[config.mk]
export PLATFORM = sky130hd
export DESIGN_NAME = dram_request_issuer_flat
export DESIGN_NICKNAME = d
export VERILOG_FILES = /design/src/rtl/dram_request_issuer_pkg.sv /design/src/rtl/dram_request_issuer_if.sv /design/src/rtl/dram_request_issuer_row_tracker.sv /design/src/rtl/dram_request_issuer.sv /design/src/flat_wrapper.sv
export SDC_FILE = /design/constraint.sdc
export NUM_CORES = 1
export LEC_CHECK = 0
export BUFFER_PORTS_ARGS = -buffer_cell sky130_fd_sc_hd__buf_2
export CAP_MARGIN = 20
export CORE_MARGIN = 2
export CORE_UTILIZATION = 49
export CTS_CLUSTER_DIAMETER = 120
export CTS_CLUSTER_SIZE = 25
export DETAILED_ROUTE_END_ITERATION = 8
export PLACE_DENSITY = 0.88
export SKIP_LAST_GASP = 1
export SYNTH_ARGS = -nofsm -noshare
export SYNTH_HDL_FRONTEND = slang
export SYNTH_HIERARCHICAL = 1
export SYNTH_SLANG_ARGS = --single-unit
export TNS_END_PERCENT = 20
[constraint.sdc]
create_clock -name CLK -period 4.42 [get_ports CLK]
set_clock_uncertainty 0.05 [all_clocks]
set_input_delay 0 -clock CLK [delete_from_list [all_inputs] [get_ports CLK]]
set_output_delay 0 -clock CLK [all_outputs]
set_load 0.02 [all_outputs]
[src/rtl/dram_request_issuer_pkg.sv]
// Shared types and address-field defaults for the DRAM request issuer.
// Holds the command encoding, the FSM state type and the field-width defaults.
package dram_request_issuer_pkg;

  typedef enum logic [2:0] {
    CmdNop = 3'd0,
    CmdAct = 3'd1,
    CmdPre = 3'd2,
    CmdRd  = 3'd3,
    CmdWr  = 3'd4
  } dram_cmd_t;

  typedef enum logic [2:0] {
    StIdle,
    StPre,
    StPreWait,
    StAct,
    StActWait,
    StIssue,
    StData,
    StDone
  } issuer_state_t;

  localparam int unsigned DefWordW = 32;
  localparam int unsigned DefColW  = 10;
  localparam int unsigned DefBankW = 2;
  localparam int unsigned DefRowW  = 15;
  // Column field starts above the ignored byte-offset bits.
  localparam int unsigned ColLsb   = 2;

  function automatic int unsigned max3(input int unsigned a, input int unsigned b,
                                       input int unsigned c);
    int unsigned m;
    m = (a > b) ? a : b;
    return (m > c) ? m : c;
  endfunction

endpackage

[src/rtl/dram_request_issuer_if.sv]
// Scheduler-to-issuer request channel: current request, look-ahead request and
// completion callback.
interface dram_request_issuer_if #(
  parameter int unsigned WORD_W = 32
);
  logic              ramREN_curr;
  logic              ramWEN_curr;
  logic [WORD_W-1:0] ramaddr_rq;
  logic [WORD_W-1:0] ramstore_rq;
  logic              ramREN_ftrt;
  logic              ramWEN_ftrt;
  logic [WORD_W-1:0] ramaddr_rq_ft;
  logic [WORD_W-1:0] ramstore_rq_ft;
  logic              request_done;
  logic [WORD_W-1:0] memaddr_callback;

  modport master (
    output ramREN_curr, ramWEN_curr, ramaddr_rq, ramstore_rq,
    output ramREN_ftrt, ramWEN_ftrt, ramaddr_rq_ft, ramstore_rq_ft,
    input  request_done, memaddr_callback
  );

  modport slave (
    input  ramREN_curr, ramWEN_curr, ramaddr_rq, ramstore_rq,
    input  ramREN_ftrt, ramWEN_ftrt, ramaddr_rq_ft, ramstore_rq_ft,
    output request_done, memaddr_callback
  );
endinterface

[src/rtl/dram_request_issuer_row_tracker.sv]
// Per-bank open-row table: one valid bit and row address per bank, with a
// combinational hit/conflict lookup against the registered table.
module dram_request_issuer_row_tracker #(
  parameter int unsigned BANK_W = 2,
  parameter int unsigned ROW_W  = 15
) (
  input  logic              clk_i,
  input  logic              rst_ni,
  input  logic [BANK_W-1:0] lookup_bank_i,
  input  logic [ROW_W-1:0]  lookup_row_i,
  output logic              hit_o,
  output logic              conflict_o,
  input  logic              set_i,
  input  logic [BANK_W-1:0] set_bank_i,
  input  logic [ROW_W-1:0]  set_row_i,
  input  logic              clr_i,
  input  logic [BANK_W-1:0] clr_bank_i,
  input  logic              clr_all_i
);
  localparam int unsigned Banks = 2 ** BANK_W;

  logic [Banks-1:0]            valid_q, valid_d;
  logic [Banks-1:0][ROW_W-1:0] row_q, row_d;

  always_comb begin
    valid_d = valid_q;
    row_d   = row_q;
    if (clr_all_i) begin
      valid_d = '0;
    end else begin
      if (clr_i) valid_d[clr_bank_i] = 1'b0;
      if (set_i) begin
        valid_d[set_bank_i] = 1'b1;
        row_d[set_bank_i]   = set_row_i;
      end
    end
  end

  always_ff @(posedge clk_i or negedge rst_ni) begin
    if (!rst_ni) begin
      valid_q <= '0;
      row_q   <= '0;
    end else begin
      valid_q <= valid_d;
      row_q   <= row_d;
    end
  end

  assign hit_o      = valid_q[lookup_bank_i] && (row_q[lookup_bank_i] == lookup_row_i);
  assign conflict_o = valid_q[lookup_bank_i] && (row_q[lookup_bank_i] != lookup_row_i);

endmodule

[src/rtl/dram_request_issuer.sv]
// Open-page DRAM command issuer: turns scheduler requests into PRE/ACT/RD/WR
// sequences and uses the look-ahead request to close pages early.
module dram_request_issuer
  import dram_request_issuer_pkg::*;
#(
  parameter int unsigned WORD_W = DefWordW,
  parameter int unsigned COL_W  = DefColW,
  parameter int unsigned BANK_W = DefBankW,
  parameter int unsigned ROW_W  = DefRowW,
  parameter int unsigned T_RCD  = 3,
  parameter int unsigned T_RP   = 3,
  parameter int unsigned T_CL   = 4
) (
  input  logic                  CLK,
  input  logic                  nRST,
  dram_request_issuer_if.slave  sched_io,
  output dram_cmd_t             cmd,
  output logic [BANK_W-1:0]     cmd_bank,
  output logic [ROW_W-1:0]      cmd_row,
  output logic [COL_W-1:0]      cmd_col,
  output logic [WORD_W-1:0]     wdata
);
  localparam int unsigned TimerW = $clog2(max3(T_RCD, T_RP, T_CL)) + 1;
  localparam int unsigned BankLo = ColLsb + COL_W;
  localparam int unsigned RowLo  = BankLo + BANK_W;

  issuer_state_t      state_q, state_d;
  logic [TimerW-1:0]  timer_q, timer_d;
  logic               we_q, we_d;
  logic [WORD_W-1:0]  addr_q, addr_d, data_q, data_d;
  dram_cmd_t          cmd_q, cmd_d;
  logic [BANK_W-1:0]  bank_q, bank_d;
  logic [ROW_W-1:0]   row_q, row_d;
  logic [COL_W-1:0]   col_q, col_d;
  logic [WORD_W-1:0]  wdata_q, wdata_d;
  logic               done_q, done_d;
  logic [WORD_W-1:0]  cb_q, cb_d;

  logic      req_valid, ft_valid, close_page, trk_hit, trk_conflict, unused_ft;
  dram_cmd_t issue_cmd;

  assign req_valid = sched_io.ramREN_curr | sched_io.ramWEN_curr;
  assign ft_valid  = sched_io.ramREN_ftrt | sched_io.ramWEN_ftrt;
  assign issue_cmd = we_q ? CmdWr : CmdRd;
  // Look-ahead targets another row of the bank just used: precharge it now.
  assign close_page = ft_valid &&
      (sched_io.ramaddr_rq_ft[BankLo +: BANK_W] == addr_q[BankLo +: BANK_W]) &&
      (sched_io.ramaddr_rq_ft[RowLo +: ROW_W] != addr_q[RowLo +: ROW_W]);
  assign unused_ft = ^sched_io.ramstore_rq_ft;

  dram_request_issuer_row_tracker #(
    .BANK_W(BANK_W),
    .ROW_W (ROW_W)
  ) u_row_tracker (
    .clk_i        (CLK),
    .rst_ni       (nRST),
    .lookup_bank_i(sched_io.ramaddr_rq[BankLo +: BANK_W]),
    .lookup_row_i (sched_io.ramaddr_rq[RowLo +: ROW_W]),
    .hit_o        (trk_hit),
    .conflict_o   (trk_conflict),
    .set_i        (cmd_d == CmdAct),
    .set_bank_i   (bank_d),
    .set_row_i    (row_d),
    .clr_i        (cmd_d == CmdPre),
    .clr_bank_i   (bank_d),
    .clr_all_i    (1'b0)
  );

  // cmd_d is the command of the state being entered, so it lands on cmd in that state.
  always_comb begin
    state_d = state_q;
    timer_d = timer_q;
    we_d    = we_q;
    addr_d  = addr_q;
    data_d  = data_q;
    cmd_d   = CmdNop;
    done_d  = 1'b0;
    cb_d    = cb_q;
    unique case (state_q)
      StIdle: begin
        if (req_valid) begin
          we_d   = sched_io.ramWEN_curr;
          addr_d = sched_io.ramaddr_rq;
          data_d = sched_io.ramstore_rq;
          if (trk_hit) begin
            state_d = StIssue;
            cmd_d   = sched_io.ramWEN_curr ? CmdWr : CmdRd;
          end else if (trk_conflict) begin
            state_d = StPre;
            cmd_d   = CmdPre;
          end else begin
            state_d = StAct;
            cmd_d   = CmdAct;
          end
        end
      end
      StPre: begin
        if (T_RP > 1) begin
          state_d = StPreWait;
          timer_d = TimerW'(T_RP - 2);
        end else begin
          state_d = StAct;
          cmd_d   = CmdAct;
        end
      end
      StPreWait: begin
        if (timer_q == '0) begin
          state_d = StAct;
          cmd_d   = CmdAct;
        end else begin
          timer_d = timer_q - 1'b1;
        end
      end
      StAct: begin
        if (T_RCD > 1) begin
          state_d = StActWait;
          timer_d = TimerW'(T_RCD - 2);
        end else begin
          state_d = StIssue;
          cmd_d   = issue_cmd;
        end
      end
      StActWait: begin
        if (timer_q == '0) begin
          state_d = StIssue;
          cmd_d   = issue_cmd;
        end else begin
          timer_d = timer_q - 1'b1;
        end
      end
      StIssue: begin
        state_d = StData;
        timer_d = TimerW'(T_CL - 1);
      end
      StData: begin
        if (timer_q == '0) begin
          state_d = StDone;
          done_d  = 1'b1;
          cb_d    = addr_q;
          if (close_page) cmd_d = CmdPre;
        end else begin
          timer_d = timer_q - 1'b1;
        end
      end
      StDone:  state_d = StIdle;
      default: state_d = StIdle;
    endcase

    bank_d  = bank_q;
    row_d   = row_q;
    col_d   = col_q;
    wdata_d = wdata_q;
    if (cmd_d != CmdNop) bank_d = addr_d[BankLo +: BANK_W];
    if (cmd_d == CmdAct) row_d = addr_d[RowLo +: ROW_W];
    if (cmd_d == CmdRd || cmd_d == CmdWr) col_d = addr_d[ColLsb +: COL_W];
    if (cmd_d == CmdWr) wdata_d = data_d;
  end

  always_ff @(posedge CLK or negedge nRST) begin
    if (!nRST) begin
      state_q <= StIdle;
      timer_q <= '0;
      we_q    <= 1'b0;
      addr_q  <= '0;
      data_q  <= '0;
      cmd_q   <= CmdNop;
      bank_q  <= '0;
      row_q   <= '0;
      col_q   <= '0;
      wdata_q <= '0;
      done_q  <= 1'b0;
      cb_q    <= '0;
    end else begin
      state_q <= state_d;
      timer_q <= timer_d;
      we_q    <= we_d;
      addr_q  <= addr_d;
      data_q  <= data_d;
      cmd_q   <= cmd_d;
      bank_q  <= bank_d;
      row_q   <= row_d;
      col_q   <= col_d;
      wdata_q <= wdata_d;
      done_q  <= done_d;
      cb_q    <= cb_d;
    end
  end

  assign cmd                       = cmd_q;
  assign cmd_bank                  = bank_q;
  assign cmd_row                   = row_q;
  assign cmd_col                   = col_q;
  assign wdata                     = wdata_q;
  assign sched_io.request_done     = done_q;
  assign sched_io.memaddr_callback = cb_q;

endmodule

[src/flat_wrapper.sv]
// flat-port wrapper written by rule: the top's interface ports become plain ports
module dram_request_issuer_flat import dram_request_issuer_pkg::*;
#(
  parameter int unsigned WORD_W = DefWordW,
  parameter int unsigned COL_W  = DefColW,
  parameter int unsigned BANK_W = DefBankW,
  parameter int unsigned ROW_W  = DefRowW,
  parameter int unsigned T_RCD  = 3,
  parameter int unsigned T_RP   = 3,
  parameter int unsigned T_CL   = 4
)
  (CLK, nRST, cmd, cmd_bank, cmd_row, cmd_col, wdata, sched_io_ramREN_curr, sched_io_ramWEN_curr, sched_io_ramaddr_rq, sched_io_ramstore_rq, sched_io_ramREN_ftrt, sched_io_ramWEN_ftrt, sched_io_ramaddr_rq_ft, sched_io_ramstore_rq_ft, sched_io_request_done, sched_io_memaddr_callback);
  dram_request_issuer_if #(.WORD_W(WORD_W)) sched_io_i ();
  input  logic CLK;
  input  logic nRST;
  output dram_cmd_t cmd;
  output logic [BANK_W-1:0] cmd_bank;
  output logic [ROW_W-1:0] cmd_row;
  output logic [COL_W-1:0] cmd_col;
  output logic [WORD_W-1:0] wdata;
  input wire logic [$bits(sched_io_i.ramREN_curr)-1:0] sched_io_ramREN_curr;
  input wire logic [$bits(sched_io_i.ramWEN_curr)-1:0] sched_io_ramWEN_curr;
  input wire logic [$bits(sched_io_i.ramaddr_rq)-1:0] sched_io_ramaddr_rq;
  input wire logic [$bits(sched_io_i.ramstore_rq)-1:0] sched_io_ramstore_rq;
  input wire logic [$bits(sched_io_i.ramREN_ftrt)-1:0] sched_io_ramREN_ftrt;
  input wire logic [$bits(sched_io_i.ramWEN_ftrt)-1:0] sched_io_ramWEN_ftrt;
  input wire logic [$bits(sched_io_i.ramaddr_rq_ft)-1:0] sched_io_ramaddr_rq_ft;
  input wire logic [$bits(sched_io_i.ramstore_rq_ft)-1:0] sched_io_ramstore_rq_ft;
  output wire logic [$bits(sched_io_i.request_done)-1:0] sched_io_request_done;
  output wire logic [$bits(sched_io_i.memaddr_callback)-1:0] sched_io_memaddr_callback;
  assign sched_io_i.ramREN_curr = sched_io_ramREN_curr;
  assign sched_io_i.ramWEN_curr = sched_io_ramWEN_curr;
  assign sched_io_i.ramaddr_rq = sched_io_ramaddr_rq;
  assign sched_io_i.ramstore_rq = sched_io_ramstore_rq;
  assign sched_io_i.ramREN_ftrt = sched_io_ramREN_ftrt;
  assign sched_io_i.ramWEN_ftrt = sched_io_ramWEN_ftrt;
  assign sched_io_i.ramaddr_rq_ft = sched_io_ramaddr_rq_ft;
  assign sched_io_i.ramstore_rq_ft = sched_io_ramstore_rq_ft;
  assign sched_io_request_done = sched_io_i.request_done;
  assign sched_io_memaddr_callback = sched_io_i.memaddr_callback;
  dram_request_issuer #(.WORD_W(WORD_W), .COL_W(COL_W), .BANK_W(BANK_W), .ROW_W(ROW_W), .T_RCD(T_RCD), .T_RP(T_RP), .T_CL(T_CL)) u_core (.CLK(CLK), .nRST(nRST), .sched_io(sched_io_i), .cmd(cmd), .cmd_bank(cmd_bank), .cmd_row(cmd_row), .cmd_col(cmd_col), .wdata(wdata));
endmodule
Yosys cells after proc, flatten, opt, wreduce, memory -nomap -nowiden
Cells that the tools add are included.

word-level totals
  flip-flop bits (word level) = 230
  input port bits = 134
  output and inout port bits = 95
  word-level logic and storage cells = 101

operators by class
  add/sub/neg operators = 1
  order comparisons = 3
  equality and inequality tests = 20
  muxes and demuxes = 38
  bitwise operators = 5
  reduce and logical (&&, ||, !) cells = 16

operators by type and width
  cell                                                   number
  two-way mux 32 bit                                     2
  bitwise mux 60 bit                                     1
  two-way mux 29 bit                                     2
  two-way mux 15 bit                                     3
  two-way mux 3 bit                                      12
  binary-select mux 15 bit (select 2 bit)                1
  demux 15 bit (select 2 bit)                            1
  inequality test 15 bit                                 2
  one-hot mux 3 bit (8 select lines)                     1
  == test 15 bit                                         1
  == test 3 bit, second input constant                   5
  == test 3 x 2 -> 1 bit, second input constant          4
  one-hot mux 3 bit (4 select lines)                     1
  one-hot mux 3 bit (3 select lines)                     1
  two-way mux 2 bit                                      4
  two-way mux 4 bit                                      2
  inequality test 2 x 1 -> 1 bit, second input constant  4
  == test 3 x 1 -> 1 bit, second input constant          2
  zero test 3 bit                                        2
  < comparator 2 x 3 -> 1 bit, second input constant     2
  AND reduction 2 bit                                    3
  nonzero test 3 bit                                     2
  logical AND 1 bit                                      5
  two-way mux 1 bit                                      5
  other kinds (14)                                       15

Longest topological paths before layout
Gate-level depths: netlist (run 1).

  depth after elaboration = 19
  mapped depth = 18
  gate-level depth less buffers = 14

Cells and area by module
The synthesis (run 1) kept the hierarchy.

by module, submodules not included
  module                           instances  cells each  area an instance (µm²)  seq. area each (µm²)
  dram_request_issuer              1          595         6661.4                  4154.0
  dram_request_issuer_row_tracker  1          186         3009.1                  1601.5

Worst setup path after synthesis (run 1)
No wires, ideal clock.

  kind = register to register
  start point = reg u_core/u_row_tracker/row_q[24] (netlist name)
  end point = reg u_core/u_row_tracker/row_q[35] (netlist name)
  setup time = 0.125 ns
  arrival = 4.074 ns
  data required time = 4.245 ns
  slack = 0.171 ns
  stages on the path, launching flop included = 16
  buffers on the path = 2
  period minus slack after synthesis = 4.249 ns
  cell sequence = dfrtp_1 -> mux4_1 -> xnor2_1 -> nand4_1 -> nor4_2 -> and2_1 -> nand2b_1 -> o21ai_0 -> a2bb2oi_1 -> o31ai_4 -> nor3_1 -> mux2_2 -> nor4bb_1 -> clkbuf_1 -> buf_1 -> mux2_2

between the ends
  elaborated cells on any way between the ends = 20
  classes of those cells = 2 x order compare; 3 x eq/ne; 11 x mux; 4 x reduce/logical

RTL lines
  what                                                                                                      line                                   source
  start, declared                                                                                           dram_request_issuer_row_tracker.sv:23  logic [Banks-1:0][ROW_W-1:0] row_q, row_d;
  start signal, assigned                                                                                    dram_request_issuer_row_tracker.sv:45  row_q <= row_d;
  binary-select mux 15 bit (select 2 bit) *                                                                 dram_request_issuer_row_tracker.sv:49  assign hit_o = valid_q[lookup_bank_i] && (row_q[lookup_bank_i] == lookup_row_i);
  two-way mux 15 bit (implied by the code) *                                                                dram_request_issuer_row_tracker.sv:49
  == test 15 bit *                                                                                          dram_request_issuer_row_tracker.sv:49
  logical AND 1 bit *                                                                                       dram_request_issuer_row_tracker.sv:49
  named net u_core.trk_hit                                                                                  dram_request_issuer.sv:39              logic req_valid, ft_valid, close_page, trk_hit, trk_conflict, unused_ft;
  two-way mux 3 bit *                                                                                       dram_request_issuer.sv:85              if (trk_hit) begin
  two-way mux 3 bit *                                                                                       dram_request_issuer.sv:81              if (req_valid) begin
  one-hot mux 3 bit (4 select lines) *                                                                      dram_request_issuer.sv:79              unique case (state_q)
  named net u_core.cmd_d[1]                                                                                 dram_request_issuer.sv:31              dram_cmd_t cmd_q, cmd_d;
  nonzero test 3 bit *                                                                                      dram_request_issuer.sv:153             if (cmd_d != CmdNop) bank_d = addr_d[BankLo +: BANK_W];
  two-way mux 2 bit *                                                                                       dram_request_issuer.sv:153
  named net u_core.bank_d[0]                                                                                dram_request_issuer.sv:32              logic [BANK_W-1:0] bank_q, bank_d;
  < comparator 2 x 3 -> 1 bit (implied by the code) / >= comparator 2 x 1 -> 1 bit (equally long branches)  dram_request_issuer_row_tracker.sv:34  row_d[set_bank_i] = set_row_i;
  logical AND 1 bit (implied by the code)                                                                   dram_request_issuer_row_tracker.sv:34
  two-way mux 15 bit (implied by the code)                                                                  dram_request_issuer_row_tracker.sv:34
  demux 15 bit (select 2 bit) *                                                                             dram_request_issuer_row_tracker.sv:34
  bitwise mux 60 bit *                                                                                      dram_request_issuer_row_tracker.sv:34

The timed path passes the listed nets; every way through them passes the cells marked *. The select of a mux whose other input is x is not followed.
A chain may end at the register's enable or synchronous reset.

Worst setup path in the final report (run 1)
  start point = in sched_io_ramaddr_rq[12]
  end point = reg u_core/u_row_tracker/row_q[35] (netlist name)

between the ends
  elaborated cells on any way between the ends = 24
  classes of those cells = 2 x order compare; 3 x eq/ne; 15 x mux; 4 x reduce/logical

RTL lines
  what                                                                                                      line                                   source
  start, declared                                                                                           flat_wrapper.sv:23                     input wire logic [$bits(sched_io_i.ramaddr_rq)-1:0] sched_io_ramaddr_rq;
  binary-select mux 15 bit (select 2 bit)                                                                   dram_request_issuer_row_tracker.sv:49
  two-way mux 15 bit (implied by the code)                                                                  dram_request_issuer_row_tracker.sv:49
  == test 15 bit                                                                                            dram_request_issuer_row_tracker.sv:49
  logical AND 1 bit *                                                                                       dram_request_issuer_row_tracker.sv:49
  named net u_core.trk_hit                                                                                  dram_request_issuer.sv:39
  two-way mux 3 bit *                                                                                       dram_request_issuer.sv:85
  two-way mux 3 bit *                                                                                       dram_request_issuer.sv:81
  one-hot mux 3 bit (4 select lines) *                                                                      dram_request_issuer.sv:79
  named net u_core.cmd_d[1]                                                                                 dram_request_issuer.sv:31
  nonzero test 3 bit *                                                                                      dram_request_issuer.sv:153
  two-way mux 2 bit *                                                                                       dram_request_issuer.sv:153
  named net u_core.bank_d[0]                                                                                dram_request_issuer.sv:32
  < comparator 2 x 3 -> 1 bit (implied by the code) / >= comparator 2 x 1 -> 1 bit (equally long branches)  dram_request_issuer_row_tracker.sv:34
  logical AND 1 bit (implied by the code)                                                                   dram_request_issuer_row_tracker.sv:34
  two-way mux 15 bit (implied by the code)                                                                  dram_request_issuer_row_tracker.sv:34
  demux 15 bit (select 2 bit) *                                                                             dram_request_issuer_row_tracker.sv:34
  bitwise mux 60 bit *                                                                                      dram_request_issuer_row_tracker.sv:34

Marked as above.

==> out/qor.yml, run 1 <==
max-clock-path-buffers: 3
final_layout_size_suffix_gt1_share_pct: 36.5
grt_antenna_before_repair: 2
syn-cell-area_mm2: 0.00967
power.static_leakage_nw: 6.15
synth.top_cell.area_share_pct: 59.5
path_max_fanout: 17
core.rowCount: 51
maxSlewHeadroom_pct: 31.6
seq_area_frac_synth_pct: 59.5
drt_iter0_drc: 431
power.sequential.fraction_pct: 45.4
power.share.combinational_pct: 38.3
final_wirelength_mm: 23.5
cts_made_buffers: 13
layout.nets: 1164
place_congestion: 0.826
clk_latency_ns: 0.48
synth_top_cells_by_count: "248 x sky130_fd_sc_hd__nand2_1, 230 x sky130_fd_sc_hd__dfrtp_1, 122 x sky130_fd_sc_hd__mux2_2, 32 x sky130_fd_sc_hd__xnor2_1, 19 x sky130_fd_sc_hd__clkbuf_1"
chip_height_um: 144
power_switching_mw: 2.80
pin_count: 229
critPathTopFamily: "simple AND/OR/NAND/NOR gates"
netlist_top_cells_area: "sky130_fd_sc_hd__dfrtp_1 60%, sky130_fd_sc_hd__mux2_2 14%, sky130_fd_sc_hd__nand2_1 9.6%"
remaining_drc_errors: 0
min_delay_worst_type: "primary input to flip-flop"
tritoncts: "built"
synth_seq_cells: 230
core_region_area_mm2: 0.0194
vias_in_the_first_global_route: 7197
cp_slowest_stage_delay_ns: 0.58
p_int_mw: 4.73
min_period_over_period_pct: 95.1
numPortBuffers: 181
die_area_mm2: 0.0209
report.final.slew_viol_count: 0
cp_num_buf_inv: 4
worst-slew-pin-transition_ns: 1.03
critical_path_class: "primary input to flip-flop"
pwr-share-clk_pct: 16.2
max-vdd-ir-drop_mv: 0.492
h_tree_levels: 1
routed-via-count: 6911
post_drt_wl_per_cell_um: 18.1
whs_endpoint: "u_core/cmd[1]"
layout_min_cycle_time_ns: 4.20
route.antenna.remaining_nets: 0
cap_viol_max_count: 0
clockRootBuffer: "sky130_fd_sc_hd__clkbuf_16"
power_per_cell_area_mw_per_mm2: 626
grt_max_degree: 137
start_util_pct: 49.9
regToRegEndpoint: "u_core/u_row_tracker/row_q[35]"
max_freq_ghz: 0.238
nFillCells: 1472
post-route-util_pct: 62.0
synth_enable_flop_cells: 0
synth_most_common_cell: "sky130_fd_sc_hd__nand2_1"
reg2reg_setup_slack_ns: 0.29
timing.hold.worst.start: "sched_io_ramaddr_rq_ft[12]"
setup_repair_after_global_routing_missed_its_margin: "false"
worst_path_max_delay_cell: "sky130_fd_sc_hd__mux4_1"
final_instance_count_excl_fillers: 1295
async_flop_share_pct: 100
grt_total_ovfl: 0
critPathCaptureType: "flip-flop"
timing.setup.tns_ns: 0
global_route_wire_length_before_repair_mm: 36.6
timing.critical_path.arrival_ns: 4.51
synth_area_per_cell_um2: 12.4
routed_via_density: 5.34
dp_hpwl_mm: 15.1
synth_unique_cells: 51
number_of_setup_violations_in_the_final_report: 0
crit-reg2reg-launch: "u_core/u_row_tracker/row_q[24]"
sw_share_pct: 37.2
drt_pre_antenna_iters: 6
worst_setup_path_start_kind: "primary input"
placed_cells_incl_taps: 1211
outcome: "finished, final reports clean"
min_path_cells: 5
die_w_um: 144
clk_pin_slew_ns: 0.10
postCtsSetupBuffers: 0
area_delta_synth_final_pct: 24.5
clkSinkCount: 230
worst_r2r_path_depth: 14
ys_dominant_reg_cell: "sky130_fd_sc_hd__dfrtp_1"
hold_viol_final: 0
crit_chain: "dlygate4sd3_1 > buf_2 > buf_12 > mux4_1 > xnor2_1 > nand4_1 > nor4_4 > and2_1 > nand2b_1 > o21ai_0 > a2bb2oi_1 > o31ai_4 > nor3_2 > mux2_2 > nor4bb_4 > buf_12 > mux2_2"
syn-instance-count: 781
ys.warnings.count: 6
area_leader_netlist: "sky130_fd_sc_hd__dfrtp_1"
gr-usage-all-layers_pct: 22.3
worst_ep_required_time_ns: 4.72
per-stage QoR:
stage / hold WS [ns] / area [µm²] / power [mW] / setup slack [ns]
2_1_floorplan: -0.346 / 9680 / 5.26 / 0.171
3_3_place_gp: 0.137 / 11000 / 6.07 / 0.286
5_1_grt: 0.150 / 12000 / 7.99 / 0.0161
3_5_place_dp: 0.139 / 11000 / 6.26 / 0.140
4_1_cts: 0.0715 / 12000 / 7.53 / 0.0575
6_report: 0.134 / 12000 / 7.53 / 0.216
power by group through the flow:
stage	registers (mW)	logic (mW)	clock network, mW
after floorplan	3.70	1.56	0
after global placement	3.39	2.68	0
after detailed placement	3.45	2.81	0
after CTS	3.41	2.86	1.27
after global routing	3.51	3.14	1.33
final	3.42	2.89	1.22
final cells by class:
| type | instances | area [µm²] | share of cell area (%) |
|---|---|---|---|
| clock buffers | 13 | 325 | 2.70 |
| diodes | 2 | 5.00 | 0.0416 |
| well taps | 265 | 332 | 2.75 |
| repair buffers | 266 | 1780 | 14.8 |
| multi-input cells | 511 | 3780 | 31.4 |
| flip-flops and latches | 230 | 5760 | 47.8 |
| inverters | 6 | 22.5 | 0.187 |
| clock inverters | 2 | 28.8 | 0.239 |
worst min-delay path, cell delays in order:
cell	delay [ns]
sky130_fd_sc_hd__buf_2	0.08
sky130_fd_sc_hd__xnor2_1	0.06
sky130_fd_sc_hd__o211ai_1	0.21
sky130_fd_sc_hd__o31ai_4	0.10
sky130_fd_sc_hd__buf_4	0.15
how the worst max path moves through the flow:
stage / startpoint / to / slack, ns / cells after the start
final: sched_io_ramaddr_rq[12] / u_core/u_row_tracker/row_q[35] / 0.22 / 17
after global routing: sched_io_ramaddr_rq[12] / u_core/u_row_tracker/row_q[26] / 0.02 / 17
after CTS: sched_io_ramaddr_rq[12] / u_core/u_row_tracker/row_q[2] / 0.06 / 17
after detailed placement: sched_io_ramaddr_rq[12] / u_core/u_row_tracker/row_q[26] / 0.14 / 16
after global placement: sched_io_ramaddr_rq[12] / u_core/u_row_tracker/row_q[23] / 0.29 / 16
after floorplan: u_core/u_row_tracker/row_q[24] / u_core/u_row_tracker/row_q[35] / 0.17 / 15
repair_timing:
| action | CTS | global route |
|---|---|---|
| endpoints found under the setup margin | 0 | 46 |
| hold buffers | 67 | 0 |
| gates resized for setup | 0 | 3 |
| endpoints found under the hold margin | 260 | 0 |
sequential cells by signal (all words and copies together) (netlist names), 3 cells and up:
signal,count
u_core/cmd_col,10
u_core/u_row_tracker/valid_q,4
u_core/wdata,32
u_core/u_row_tracker/row_q,60
u_core/timer_q,3
u_core/cmd,3
u_core/cmd_row,15
u_core/state_q,3
u_core/data_q,32
u_core/addr_q,32
u_core/sched_io.memaddr_callback,32
cell families after synthesis:
| group | Yosys count | synth area share, % |
|---|---|---|
| AOI/OAI and AO/OA | 27 | 2.08 |
| xor gates and xnor gates | 33 | 2.99 |
| adders and majority gates | 2 | 0.259 |
| buffers and inverters | 43 | 2.30 |
| DFF | 230 | 59.5 |
| muxes | 152 | 20.1 |
| other | 1 | 0.0388 |
| and+or+nand+nor | 293 | 12.7 |
layout by cell type, fill, tap and decap left out, drive strengths merged, types with 2 or more instances in the layout:
cell type and n:
nand2 248, dfrtp 230, buf 199, mux2 136, dlygate4sd3 67, xnor2 32
mux4 16, clkbuf 13, nor2 9, inv 8, nand4 7, a21oi 7
o21ai 6, nand3 5, nand2b 5, a31o 4, conb 4, nor3 3
nor2b 3, diode 2, a31oi 2, a2bb2oi 2, and2 2, ha 2
nand3b 2, nor4bb 2, nor4 2
per-layer routing:
| metal | GRT usage (%) | vias to the layer above | part of all wire [%] |
|---|---|---|---|
| met3 | 3.44 | 50 | 4.7 |
| li1 | - | 3115 | - |
| met5 | 0 | - | 0 |
| met4 | 8.38 | 0 | 3.2 |
| met1 | 27.9 | 3545 | 40 |
| met2 | 39.2 | 201 | 52 |
(Power assumes the default switching activity.)
==> run 2: changes to the inputs <==
--- a/config.mk
+++ b/config.mk
@@ -5,6 +5,7 @@
 export SDC_FILE = /design/constraint.sdc
 export NUM_CORES = 1
 export LEC_CHECK = 0
+export ABC_AREA = 1
 export BUFFER_PORTS_ARGS = -buffer_cell sky130_fd_sc_hd__buf_2
 export CAP_MARGIN = 20
 export CORE_MARGIN = 2
==> run 2 against run 1 <==
Net effect: wire length rose by 12%; die area rose by 2.4%; clock-buffer cell count is the same; via count is 29% higher; fmax is 20% higher; largest cell class unchanged; global-route usage up 2.2 points; sequential share of layout area rose by 0.10 points.
==> out/qor.yml, run 2 <==
chip_height_um: 146
synth_top_cells_by_count: "518 x sky130_fd_sc_hd__nand2_1, 230 x sky130_fd_sc_hd__dfrtp_1, 68 x sky130_fd_sc_hd__inv_1, 65 x sky130_fd_sc_hd__nor2_1, 61 x sky130_fd_sc_hd__o21ai_1"
cts_made_buffers: 13
regToRegEndpoint: "u_core/u_row_tracker/row_q[2]"
dpl-instance-area_mm2: 0.0110
max-clock-path-buffers: 3
pwr-share-clk_pct: 14.9
global_route_wire_length_before_repair_mm: 42.7
post_drt_wl_per_cell_um: 15.6
power.static_leakage_nw: 6.32
dpl_ws_ns: 0.726
cts_resized: 0
grt_max_degree: 113
core_region_area_mm2: 0.0200
gr-usage-all-layers_pct: 24.5
syn-cell-area_mm2: 0.00991
routed-via-count: 8892
postCtsSetupBuffers: 0
dp_hpwl_mm: 16.8
layout_min_cycle_time_ns: 3.49
netlist_top_cells_area: "sky130_fd_sc_hd__dfrtp_1 58%, sky130_fd_sc_hd__nand2_1 20%, sky130_fd_sc_hd__o21ai_1 3.1%"
timing.setup.tns_ns: 0
pin_count: 229
largest_register_ffs: 60
ys_dominant_reg_cell: "sky130_fd_sc_hd__dfrtp_1"
power.sequential.fraction_pct: 43.6
grt_total_ovfl: 0
p_int_mw: 4.62
holdBufCountCts: 65
drt_pre_antenna_iters: 6
synth.top_cell.area_share_pct: 58.1
synth_unique_cells: 36
startpoint: "u_core/u_row_tracker/row_q[18]"
clk_pin_slew_ns: 0.10
hold_viol_final: 0
min_delay_worst_type: "primary input to async pin"
final_layout_size_suffix_gt1_share_pct: 16.4
outcome: "finished, final reports clean"
die_w_um: 146
worst_setup_path_start_kind: "flip-flop"
final_wirelength_mm: 26.2
critical_path_class: "flip-flop to flip-flop"
number_of_setup_violations_in_the_final_report: 0
die_area_mm2: 0.0214
min_period_over_period_pct: 79.0
synth_area_per_cell_um2: 8.35
max-vdd-ir-drop_mv: 0.264
timing.critical_path.arrival_ns: 3.77
ys.warnings.count: 6
worst_r2r_path_depth: 19
numPortBuffers: 181
synth_seq_cells: 230
routed_via_density: 5.28
worst_ep_required_time_ns: 4.70
power.share.combinational_pct: 41.5
layout.nets: 1548
placed_cells_incl_taps: 1602
finalHoldWorstSlack_ns: 0.103
sw_share_pct: 42.7
remaining_drc_errors: 0
clkSinkCount: 230
regMostFlops: "u_core/u_row_tracker/row_q"
path_max_fanout: 28
async_flop_share_pct: 100
clockRootBuffer: "sky130_fd_sc_hd__clkbuf_16"
clk_latency_ns: 0.47
drt_iter0_drc: 763
reg2reg_setup_slack_ns: 0.93
nFillCells: 1650
maxSlewHeadroom_pct: 42.7
start_util_pct: 49.5
final_instance_count_excl_fillers: 1683
final.setup.worst_slack_ns: 0.926
core.rowCount: 52
totalPowerFinal_mw: 8.06
setup_repair_after_global_routing_missed_its_margin: "false"
finalInstanceArea_mm2: 0.0120
max_freq_ghz: 0.286
power_per_cell_area_mw_per_mm2: 671
post-route-util_pct: 59.9
grt_antenna_before_repair: 3
power_switching_mw: 3.44
syn-instance-count: 1187
h_tree_levels: 1
worst-slew-pin-transition_ns: 0.859
area_leader_netlist: "sky130_fd_sc_hd__dfrtp_1"
synth_most_common_cell: "sky130_fd_sc_hd__nand2_1"
route.antenna.remaining_nets: 0
area_delta_synth_final_pct: 21.2
critPathCaptureType: "flip-flop"
vias_in_the_first_global_route: 8588
place_congestion: 0.872
final_common_cell: "sky130_fd_sc_hd__nand2_1"
cap_viol_max_count: 0
seq_area_frac_synth_pct: 58.1
commonest_non_fill_non_tap_cells_in_the_layout: "517 x sky130_fd_sc_hd__nand2_1, 230 x sky130_fd_sc_hd__dfrtp_1, 180 x sky130_fd_sc_hd__buf_2, 68 x sky130_fd_sc_hd__inv_1"
tritoncts: "built"
crit-reg2reg-launch: "u_core/u_row_tracker/row_q[18]"
report.final.slew_viol_count: 0
synth_enable_flop_cells: 0
-- run 2: critical path: stages, from the launching register on --
cell                       delay [ns]
sky130_fd_sc_hd__dfrtp_1         0.40
sky130_fd_sc_hd__nand2_1         0.07
sky130_fd_sc_hd__nand3_1         0.11
sky130_fd_sc_hd__nand3b_1        0.13
sky130_fd_sc_hd__nand2_1         0.06
sky130_fd_sc_hd__nor2_1          0.14
sky130_fd_sc_hd__nand2_1         0.09
sky130_fd_sc_hd__nor2_2          0.15
sky130_fd_sc_hd__nand2_1         0.07
sky130_fd_sc_hd__nor2_1          0.27
sky130_fd_sc_hd__o21ai_0         0.21
sky130_fd_sc_hd__o21ai_4         0.23
sky130_fd_sc_hd__inv_2           0.20
sky130_fd_sc_hd__nor2_8          0.30
sky130_fd_sc_hd__inv_1           0.07
sky130_fd_sc_hd__nor2_1          0.20
sky130_fd_sc_hd__nand2_1         0.16
sky130_fd_sc_hd__buf_4           0.27
sky130_fd_sc_hd__nand2_1         0.09
sky130_fd_sc_hd__o21ai_1         0.06
-- run 2: logic make-up after synthesis --
group / after synthesis / synth area share (%)
adder cells (fa/ha/maj): 2 / 0.252
other: 1 / 0.0378
AND/OR/NAND/NOR: 667 / 27.1
flip-flops: 230 / 58.1
buffers and inverters: 127 / 5.67
AO/OA/AOI/OAI: 157 / 8.62
XOR/XNOR: 3 / 0.265
-- run 2: power by group through the flow --
stage,Clock (mW),Sequential (mW),Combinational [mW]
2_1_floorplan,0,3.92,1.74
3_3_place_gp,0,3.49,3.07
3_5_place_dp,0,3.53,3.21
4_1_cts,1.23,3.49,3.27
5_1_grt,1.29,3.62,3.71
6_report,1.20,3.52,3.35
-- run 2: worst max-delay path by stage --
stage | to | cells past startpoint
3_3_place_gp | u_core/u_row_tracker/row_q[7] | 22
6_report | u_core/u_row_tracker/row_q[2] | 19
5_1_grt | u_core/u_row_tracker/row_q[2] | 19
2_1_floorplan | u_core/u_row_tracker/valid_q[2] | 18
3_5_place_dp | u_core/u_row_tracker/row_q[5] | 21
4_1_cts | u_core/u_row_tracker/row_q[2] | 19
-- run 2: layout make-up --
class | count | area (µm²) | area share [%]
inverters | 74 | 285 | 2.38
repair buffers | 260 | 1670 | 13.9
clock buffers | 13 | 325 | 2.71
multi-input cells | 833 | 3610 | 30.1
flip-flops and latches | 230 | 5760 | 47.9
clock inverters | 1 | 20.0 | 0.167
well taps | 270 | 338 | 2.81
diodes | 2 | 5.00 | 0.0417
-- run 2: layer usage --
| layer | share of wire, % | wire (µm) | track usage [%] | vias to the layer above |
|---|---|---|---|---|
| li1 | - | - | - | 4201 |
| met1 | 39 | 10200 | 31.4 | 4148 |
| met2 | 49 | 12800 | 40.7 | 428 |
| met3 | 6.9 | 1820 | 3.75 | 113 |
| met4 | 5.1 | 1350 | 12.6 | 2 |
| met5 | 0.042 | 11 | 0 | - |
==> run 3: changes to the inputs <==
--- a/config.mk
+++ b/config.mk
@@ -9,11 +9,11 @@
 export BUFFER_PORTS_ARGS = -buffer_cell sky130_fd_sc_hd__buf_2
 export CAP_MARGIN = 20
 export CORE_MARGIN = 2
-export CORE_UTILIZATION = 49
+export CORE_UTILIZATION = 54
 export CTS_CLUSTER_DIAMETER = 120
 export CTS_CLUSTER_SIZE = 25
 export DETAILED_ROUTE_END_ITERATION = 8
-export PLACE_DENSITY = 0.88
+export PLACE_DENSITY = 0.91
 export SKIP_LAST_GASP = 1
 export SYNTH_ARGS = -nofsm -noshare
 export SYNTH_HDL_FRONTEND = slang
==> constraint.sdc (replaced) <==
create_clock -name CLK -period 3.4 [get_ports CLK]
set_clock_uncertainty 0.05 [all_clocks]
set_input_delay 0 -clock CLK [delete_from_list [all_inputs] [get_ports CLK]]
set_output_delay 0 -clock CLK [all_outputs]
set_load 0.02 [all_outputs]
==> run 3 against run 2 <==
Net effect: worst setup slack worse by 0.77 ns; first-iteration DRC count increased by 34%; wire length up 4.8%; critical endpoint unchanged; global-route usage rose by 3.4 points; register-to-register slack got worse by 0.77 ns; final area grew 0.89%; core utilization increased by 7.5 points; fmax grew 7.6%; largest cell class unchanged; combinational power rose by 34%; via count grew 3.6%; total power increased by 32%; clock power is 32% higher.
==> out/qor.yml, run 3 (synthesized netlist as in run 2, its figures left out) <==
worst-slew-pin-transition_ns: 1.02
number_of_setup_violations_in_the_final_report: 0
die_area_mm2: 0.0195
final_layout_size_suffix_gt1_share_pct: 17.2
max-clock-path-buffers: 3
worst_setup_path_start_kind: "flip-flop"
cts_made_buffers: 13
path_max_fanout: 31
gr-usage-all-layers_pct: 27.9
power_per_cell_area_mw_per_mm2: 880
post-route-util_pct: 67.5
grt_antenna_before_repair: 2
area_delta_synth_final_pct: 22.2
outcome: "finished, final reports clean"
final_wirelength_mm: 27.5
numPortBuffers: 181
clk_latency_ns: 0.47
clockRootBuffer: "sky130_fd_sc_hd__clkbuf_16"
worst_ep_required_time_ns: 3.69
die_w_um: 139
max-vdd-ir-drop_mv: 0.614
place_congestion: 0.904
routed_via_density: 5.57
tritoncts: "built"
dpl_ws_ns: 0.172
grt_total_ovfl: 0
totalPowerFinal_mw: 10.7
drt_pre_antenna_iters: 6
hold_viol_final: 0
layout.nets: 1558
start_util_pct: 55.2
remaining_drc_errors: 0
critPathCaptureType: "flip-flop"
cap_viol_max_count: 0
final_common_cell: "sky130_fd_sc_hd__nand2_1"
maxSlewHeadroom_pct: 31.8
final_instance_count_excl_fillers: 1652
min_period_over_period_pct: 95.5
h_tree_levels: 1
max_freq_ghz: 0.308
sw_share_pct: 43.2
vias_in_the_first_global_route: 9072
timing.critical_path.arrival_ns: 3.54
min_delay_worst_type: "primary input to flip-flop"
final.setup.worst_slack_ns: 0.153
regMostFlops: "u_core/u_row_tracker/row_q"
core_region_area_mm2: 0.0180
power.sequential.fraction_pct: 43.1
clkSinkCount: 230
layout_min_cycle_time_ns: 3.25
pin_count: 229
p_int_mw: 6.06
dpl-instance-area_mm2: 0.0111
placed_cells_incl_taps: 1569
critical_path_class: "flip-flop to flip-flop"
chip_height_um: 139
commonest_non_fill_non_tap_cells_in_the_layout: "515 x sky130_fd_sc_hd__nand2_1, 230 x sky130_fd_sc_hd__dfrtp_1, 180 x sky130_fd_sc_hd__buf_2, 68 x sky130_fd_sc_hd__inv_1, 65 x sky130_fd_sc_hd__dlygate4sd3_1"
power.static_leakage_nw: 6.40
grt_max_degree: 138
post_drt_wl_per_cell_um: 16.6
pwr-share-clk_pct: 14.8
power_switching_mw: 4.60
clk_pin_slew_ns: 0.10
dp_hpwl_mm: 16.8
global_route_wire_length_before_repair_mm: 44.6
power.share.combinational_pct: 42.2
route.antenna.remaining_nets: 0
routed-via-count: 9208
largest_register_ffs: 60
drt_iter0_drc: 1020
finalInstanceArea_mm2: 0.0121
core.rowCount: 49
report.final.slew_viol_count: 0
[run 3: stage by stage]
| step | TNS, ns | hold WS [ns] |
|---|---|---|
| 4_1_cts | 0 | 0.0158 |
| 2_1_floorplan | 0 | -0.346 |
| 3_3_place_gp | 0 | 0.138 |
| 6_report | 0 | 0.0358 |
| 5_1_grt | -0.713 | 0.0598 |
| 3_5_place_dp | 0 | 0.148 |
[run 3: what timing repair did]
| action | 4_1_cts | 5_1_grt |
|---|---|---|
| gates resized for setup | 0 | 3 |
| hold buffers | 65 | 0 |
| buffers inserted | 0 | 2 |
| endpoints found under the setup margin | 0 | 64 |
| hold endpoints to repair | 255 | 0 |
[run 3: critical path, stage by stage (launching register included)]
cell	delay, ns
sky130_fd_sc_hd__dfrtp_1	0.40
sky130_fd_sc_hd__nand2_1	0.07
sky130_fd_sc_hd__nand3_1	0.10
sky130_fd_sc_hd__nand2_1	0.12
sky130_fd_sc_hd__nand2_1	0.08
sky130_fd_sc_hd__nand2_1	0.07
sky130_fd_sc_hd__nand2_1	0.07
sky130_fd_sc_hd__inv_1	0.05
sky130_fd_sc_hd__nand2_1	0.07
sky130_fd_sc_hd__nor2_2	0.13
sky130_fd_sc_hd__a21oi_1	0.12
sky130_fd_sc_hd__or2_2	0.30
sky130_fd_sc_hd__a31oi_1	0.20
sky130_fd_sc_hd__nand2_2	0.17
sky130_fd_sc_hd__inv_1	0.15
sky130_fd_sc_hd__nand2_1	0.10
sky130_fd_sc_hd__nand2_1	0.10
sky130_fd_sc_hd__nand2_2	0.13
sky130_fd_sc_hd__nor2_1	0.18
sky130_fd_sc_hd__nand2_1	0.12
sky130_fd_sc_hd__buf_12	0.19
sky130_fd_sc_hd__nand2_1	0.08
sky130_fd_sc_hd__o21ai_1	0.06
[run 3: worst paths after layout]
check	start	endpoint	slack [ns]	depth (start not counted)
min in group asynchronous	nRST	u_core/u_row_tracker/row_q[22]	0.19	2
max	u_core/u_row_tracker/row_q[31]	u_core/u_row_tracker/row_q[2]	0.15	22
max in group asynchronous	nRST	u_core/sched_io.memaddr_callback[4]	2.29	3
min reg2reg	u_core/data_q[11]	u_core/data_q[11]	0.42	2
max reg2reg	u_core/u_row_tracker/row_q[31]	u_core/u_row_tracker/row_q[2]	0.15	22
min	sched_io_ramaddr_rq[13]	u_core/addr_q[13]	0.04	3
[run 3: layer usage]
metal / global-route usage, % / share of wire, %
met1: 35.0 / 37
met2: 46.6 / 49
met3: 5.47 / 8.5
met4: 13.7 / 5.1
met5: 0 / 0
[run 3: power by group through the flow]
stage          clock network [mW]  registers [mW]  logic, mW
4_1_cts                      1.59            4.54       4.33
3_5_place_dp                    0            4.59       4.22
5_1_grt                      1.70            4.72       4.93
3_3_place_gp                    0            4.53       4.01
2_1_floorplan                   0            5.10       2.26
6_report                     1.58            4.59       4.50
[run 3: final cells by class]
| type | instances | area [µm²] |
|---|---|---|
| Antenna cell | 2 | 5.00 |
| Clock buffer | 13 | 325 |
| Clock inverter | 1 | 20.0 |
| Fill cell | 1270 | 5850 |
| Inverter | 74 | 285 |
| Multi-Input combinational cell | 833 | 3620 |
| Sequential cell | 230 | 5760 |
| Tap cell | 229 | 287 |
| Timing Repair Buffer | 270 | 1820 |
